===== config.mk =====
export PLATFORM = sky130hd
export DESIGN_NAME = instruction_loader
export DESIGN_NICKNAME = d
export VERILOG_FILES = /design/src/rtl/instruction_loader.sv
export SDC_FILE = /design/constraint.sdc
export NUM_CORES = 1
export LEC_CHECK = 0
export CAP_MARGIN = 5
export CORE_MARGIN = 5
export CORE_UTILIZATION = 45
export DETAILED_ROUTE_END_ITERATION = 16
export PLACE_DENSITY_LB_ADDON = 0.08
export REMOVE_ABC_BUFFERS = 1
export SYNTH_ARGS = -nofsm -noshare
export SYNTH_HDL_FRONTEND = slang
export SYNTH_SLANG_ARGS = --single-unit

===== constraint.sdc =====
create_clock -name clk -period 3.8 [get_ports clk]
set_input_delay 0.95 -clock clk [delete_from_list [all_inputs] [get_ports clk]]
set_output_delay 0.95 -clock clk [all_outputs]
set_load 0.05 [all_outputs]

===== src/rtl/instruction_loader.sv =====
// Program-load front end: validates a framed image from the UART byte stream,
// writes assembled 32-bit words to instruction RAM and gates the CPU run/reset.
module instruction_loader #(
  parameter int          ADDR_WIDTH     = 16,
  parameter int          TIMEOUT_CYCLES = 1000000,
  parameter logic [7:0]  SYNC_BYTE      = 8'hA5
) (
  input  logic                  clk,
  input  logic                  rst,
  input  logic                  byte_valid,
  input  logic [7:0]            byte_data,
  input  logic                  data_access_fault_exception,
  output logic                  instruction_write,
  output logic [31:0]           instruction_in,
  output logic                  cpu_rst,
  output logic                  debug_enable,
  output logic                  load_done,
  output logic                  load_error,
  output logic                  cpu_halted,
  output logic [ADDR_WIDTH-2:0] words_loaded,
  output logic [2:0]            fsm_state
);

  localparam int          TW        = $clog2(TIMEOUT_CYCLES + 1);
  localparam logic [16:0] MAX_WORDS = 17'(2 ** (ADDR_WIDTH - 2));

  typedef enum logic [2:0] {
    IDLE    = 3'd0,
    LEN_LO  = 3'd1,
    LEN_HI  = 3'd2,
    PAYLOAD = 3'd3,
    CHK     = 3'd4,
    RUN     = 3'd5,
    FAULT   = 3'd6,
    ERROR   = 3'd7
  } state_t;

  state_t          state, state_next;
  logic [15:0]     len;
  logic [7:0]      chk;
  logic [1:0]      idx;
  logic [23:0]     lanes;
  logic [TW-1:0]   to_cnt;
  logic [15:0]     len_full;
  logic            sync_seen, in_frame, expired, len_bad, last_word;

  // byte_valid is a one-cycle strobe with no back-pressure: every strobed
  // byte is consumed in the cycle it is presented.
  assign sync_seen = byte_valid && (byte_data == SYNC_BYTE);
  assign in_frame  = state inside {LEN_LO, LEN_HI, PAYLOAD, CHK};
  assign expired   = in_frame && !byte_valid && (to_cnt == TW'(TIMEOUT_CYCLES - 1));
  assign len_full  = {byte_data, len[7:0]};
  assign len_bad   = (len_full == 16'd0) || ({1'b0, len_full} > MAX_WORDS);
  assign last_word = ((17'(words_loaded) + 17'd1) == {1'b0, len});
  assign fsm_state = state;

  always_ff @(posedge clk) begin
    if (rst) state <= IDLE;
    else     state <= state_next;
  end

  always_comb begin
    state_next   = state;
    cpu_rst      = 1'b1;
    debug_enable = 1'b0;
    case (state)
      IDLE:    if (sync_seen) state_next = LEN_LO;
      LEN_LO:  if (expired) state_next = ERROR;
               else if (byte_valid) state_next = LEN_HI;
      LEN_HI:  if (expired) state_next = ERROR;
               else if (byte_valid) state_next = len_bad ? ERROR : PAYLOAD;
      PAYLOAD: if (expired) state_next = ERROR;
               else if (byte_valid && idx == 2'd3 && last_word) state_next = CHK;
      CHK:     if (expired) state_next = ERROR;
               else if (byte_valid) state_next = (byte_data == chk) ? RUN : ERROR;
      RUN: begin
        cpu_rst      = 1'b0;
        debug_enable = 1'b1;
        // A fault outranks a simultaneous re-arm so the halt is never lost.
        if (data_access_fault_exception) state_next = FAULT;
        else if (sync_seen)              state_next = LEN_LO;
      end
      FAULT: begin
        cpu_rst = 1'b0;
        if (sync_seen) state_next = LEN_LO;
      end
      ERROR:   if (sync_seen) state_next = LEN_LO;
      default: state_next = IDLE;
    endcase
  end

  always_ff @(posedge clk) begin
    if (rst) begin
      instruction_write <= 1'b0;
      instruction_in    <= '0;
      load_done         <= 1'b0;
      load_error        <= 1'b0;
      cpu_halted        <= 1'b0;
      words_loaded      <= '0;
      len               <= '0;
      chk               <= '0;
      idx               <= '0;
      lanes             <= '0;
      to_cnt            <= '0;
    end else begin
      instruction_write <= 1'b0;
      to_cnt            <= (in_frame && !byte_valid) ? to_cnt + TW'(1) : '0;
      case (state)
        LEN_LO: if (byte_valid) len[7:0] <= byte_data;
        LEN_HI: if (byte_valid) begin
          len[15:8] <= byte_data;
          if (!len_bad) begin
            chk          <= '0;
            idx          <= '0;
            words_loaded <= '0;
            load_error   <= 1'b0;
          end
        end
        PAYLOAD: if (byte_valid && !expired) begin
          chk <= chk ^ byte_data;
          idx <= idx + 2'd1;
          if (idx == 2'd3) begin
            instruction_write <= 1'b1;
            instruction_in    <= {byte_data, lanes};
            words_loaded      <= words_loaded + (ADDR_WIDTH-1)'(1);
          end else begin
            lanes[{idx, 3'b000} +: 8] <= byte_data;
          end
        end
        CHK: if (byte_valid && byte_data == chk) begin
          load_done  <= 1'b1;
          load_error <= 1'b0;
        end
        RUN: if (data_access_fault_exception) cpu_halted <= 1'b1;
        default: ;
      endcase
      if (state_next == ERROR && state != ERROR) begin
        load_error <= 1'b1;
        load_done  <= 1'b0;
      end
      if ((state inside {RUN, FAULT, ERROR}) && state_next == LEN_LO) begin
        cpu_halted <= 1'b0;
        load_done  <= 1'b0;
      end
    end
  end

endmodule

==> impl_metrics.csv <==
group,metric,value,unit
outcome,status,"completed",
clocking,cts_resized,0,
clocking,numClockSinks,124,
setup_path,worstSetupEndpointType,"primary output",
timing,fin_skew,0.00622,ns
clocking,cts.clk_slew.worst_paths,0.05,ns
layout,drive_above_1_share,7.91,%
synthesis,yosysTopAreaCell,"dfxtp_1",
setup_path,r2r-start,"words_loaded[0]",
synthesis,yosys_warnings,0,
setup_path,cpPeakStageDelay,0.87,ns
clocking,root_buffer,"clkbuf_16",
timing,fin_crit,3.37,ns
clocking,numCtsBuffers,17,
placed_design,hpwl,10700,um
power,ir_drop,286,uV
grt,grt_max_degree,104,
floorplanning,die_w,125,um
timing,period_share,88.7,%
grt,grt.overflow.total,0,
layout,final_net_count,842,
grt,grt_pass1_wl,26800,um
synthesis,postSynth.topFlopCell,"dfxtp_1",
timing,maxSlewViolCount,0,
clocking,post_cts_buffers,0,
timing,tns,0,ns
drt,drc,0,
timing,whs,0.452,ns
setup_path,critical_path_class,"flop to primary output",
synthesis,synth_top_area_share,41.8,%
setup_path,crit_required,2.85,ns
floorplanning,rows,42,
hold_path,hold_start,"lanes[5]",
timing,grt_setup_unrepaired,"no",
grt,grt_pass1_vias,5494,
floorplanning,num_io_pins,68,
floorplanning,die_area,15600,um2
synthesis,yosysSeqAreaShare,41.8,%
drt,dr.first_iter.drc_count,373,
synthesis,synthTopCellsByArea,"dfxtp_1 42%, nand2_1 10%, a21oi_1 9.2%, nor2_1 4.0%, nand3_1 3.4%",
synthesis,ys_types,71,
drt,viasPerCell,5.51,
setup_path,crit_path_start,"fsm_state[2]",
setup_path,worstPathArrival,2.42,ns
synthesis,async_flop_share,0,%
setup_path,path_cells,"inv_1 > nor3_1 > clkdlybuf4s50_1",
layout,layout_common_cells,"161 x nand2_1, 124 x dfxtp_1, 109 x a21oi_1",
synthesis,synth_edf_count,0,
layout,antenna_cells,0,
clocking,htree_levels,4,
setup_path,setup.worst_path.start_class,"flop",
timing,tightest_slew,0.974,ns
timing,hold_viol,0,
clocking,insertion_delay,0.41,ns
floorplanning,initial_utilization,45.4,%
timing,setup_violations,0,
clocking,cts_hold_buf,0,
flow_run,drv_cap,0,
synthesis,synth_area,5940,um2
timing,relSlewSlack,34.9,%
layout,final_area,7380,um2
drt,wl,15900,um
power,p_per_area,435,nW/um2
drt,wl_per_cell,15.7,um
drt,vias,5567,
synthesis,avgSynthCellArea,7.71,um2
grt,grt_usage,20.6,%
synthesis,synth-seq-cells,124,
clocking,clock_path_buffers,2,
power,p_leak,2.43,nW
timing,fmax,0.297,GHz
synthesis,synthCells,771,
drt,drt_pre_antenna_iters,5,
clocking,cts_tree,"built",
drt,antenna_left,0,
hold_path,min_path_type,"flop to flop",
floorplanning,die_h,125,um
placed_design,gp_congestion,0.851,
grt,antenna_found_initial,0,
setup_path,crit_fanout,12,
floorplanning,coreArea,13100,um2
layout,area.growth.synth_to_final,24.2,%
layout,final_common_cell,"nand2_1",
setup_path,critPathSlowestCell,"clkdlybuf4s50_1",
placed_design,place_area,6720,um2
placed_design,place.port_buffers,67,
-- layout make-up --
class	count	area (um2)
Timing Repair Buffer	85	813
Sequential cell	124	2480
Tap cell	176	220
Inverter	19	71.3
Clock buffer	19	453
Multi-Input combinational cell	576	3130
Fill cell	1232	5700
Clock inverter	11	215
-- stage by stage --
step	power, mW	cells	setup WS (ns)	utilization [%]
2_1_floorplan	1.35	719	0.558	-
3_3_place_gp	1.41	980	0.386	51.3
3_5_place_dp	1.41	980	0.357	51.3
4_1_cts	3.24	1010	0.393	56.4
5_1_grt	3.32	1010	0.264	56.4
6_report	3.21	1010	0.430	56.4
-- cell families (layout without fill, tap and decap cells) --
family,count (synthesis),in the layout,share of synthesized area (%)
and+or+nand+nor,359,359,29.0
AOI/OAI and AO/OA,178,178,17.4
DFF,124,124,41.8
buffers and inverters,71,134,5.60
xor gates and xnor gates,32,32,4.71
adders and majority gates,7,7,1.47
-- worst max-delay path: cells and delay by family, from the launching register on --
family / cells / cell delay [ns]
flops: 1 / 0.58
simple gates: 1 / 0.36
buf+inv: 2 / 1.07
-- registers in the layout, indices dropped and copies added, names as in the netlist, 2 cells and up --
name,cells
chk,8
to_cnt,20
lanes,24
words_loaded,15
fsm_state,3
idx,2
len,16
instruction_in,32
-- metal layers --
metal  share of wire [%]  up-vias  global-route usage (%)
met1                  44     2597                    26.1
met4                 2.4        0                    8.74
li1                    -     2784                       -
met2                  48      157                    34.0
met3                 5.4       29                    4.82
met5                   0        -                       0
-- where the power goes --
group	switching [mW]	internal [mW]
sequential	0.000569	1.30
combinational	0.0519	0.0266
clock	0.572	1.26
-- cells in the mapped netlist, types with 3 or more instances --
library cell / number
a211o_1: 3
a211oi_1: 3
a21o_1: 3
a21oi_1: 109
a311oi_1: 7
and2_1: 7
and3_1: 9
and4_1: 4
buf_2: 14
clkbuf_1: 31
clkbuf_8: 3
dfxtp_1: 124
ha_1: 7
inv_1: 19
nand2_1: 161
nand3_1: 40
nand3b_1: 3
nand4_1: 12
nor2_1: 63
nor2b_1: 3
nor3_1: 13
nor3b_1: 5
nor4_1: 8
o21ai_0: 25
or3_1: 6
or4_1: 4
xnor2_1: 18
xor2_1: 14
-- worst paths after layout --
path                             to  slack, ns  cells after the start
setup / recovery       debug_enable       0.43                      3
hold / removal    instruction_in[5]       0.45                      2
setup reg to reg          load_done       0.84                      9
hold reg to reg   instruction_in[5]       0.45                      2
(Power assumes the default switching activity.)
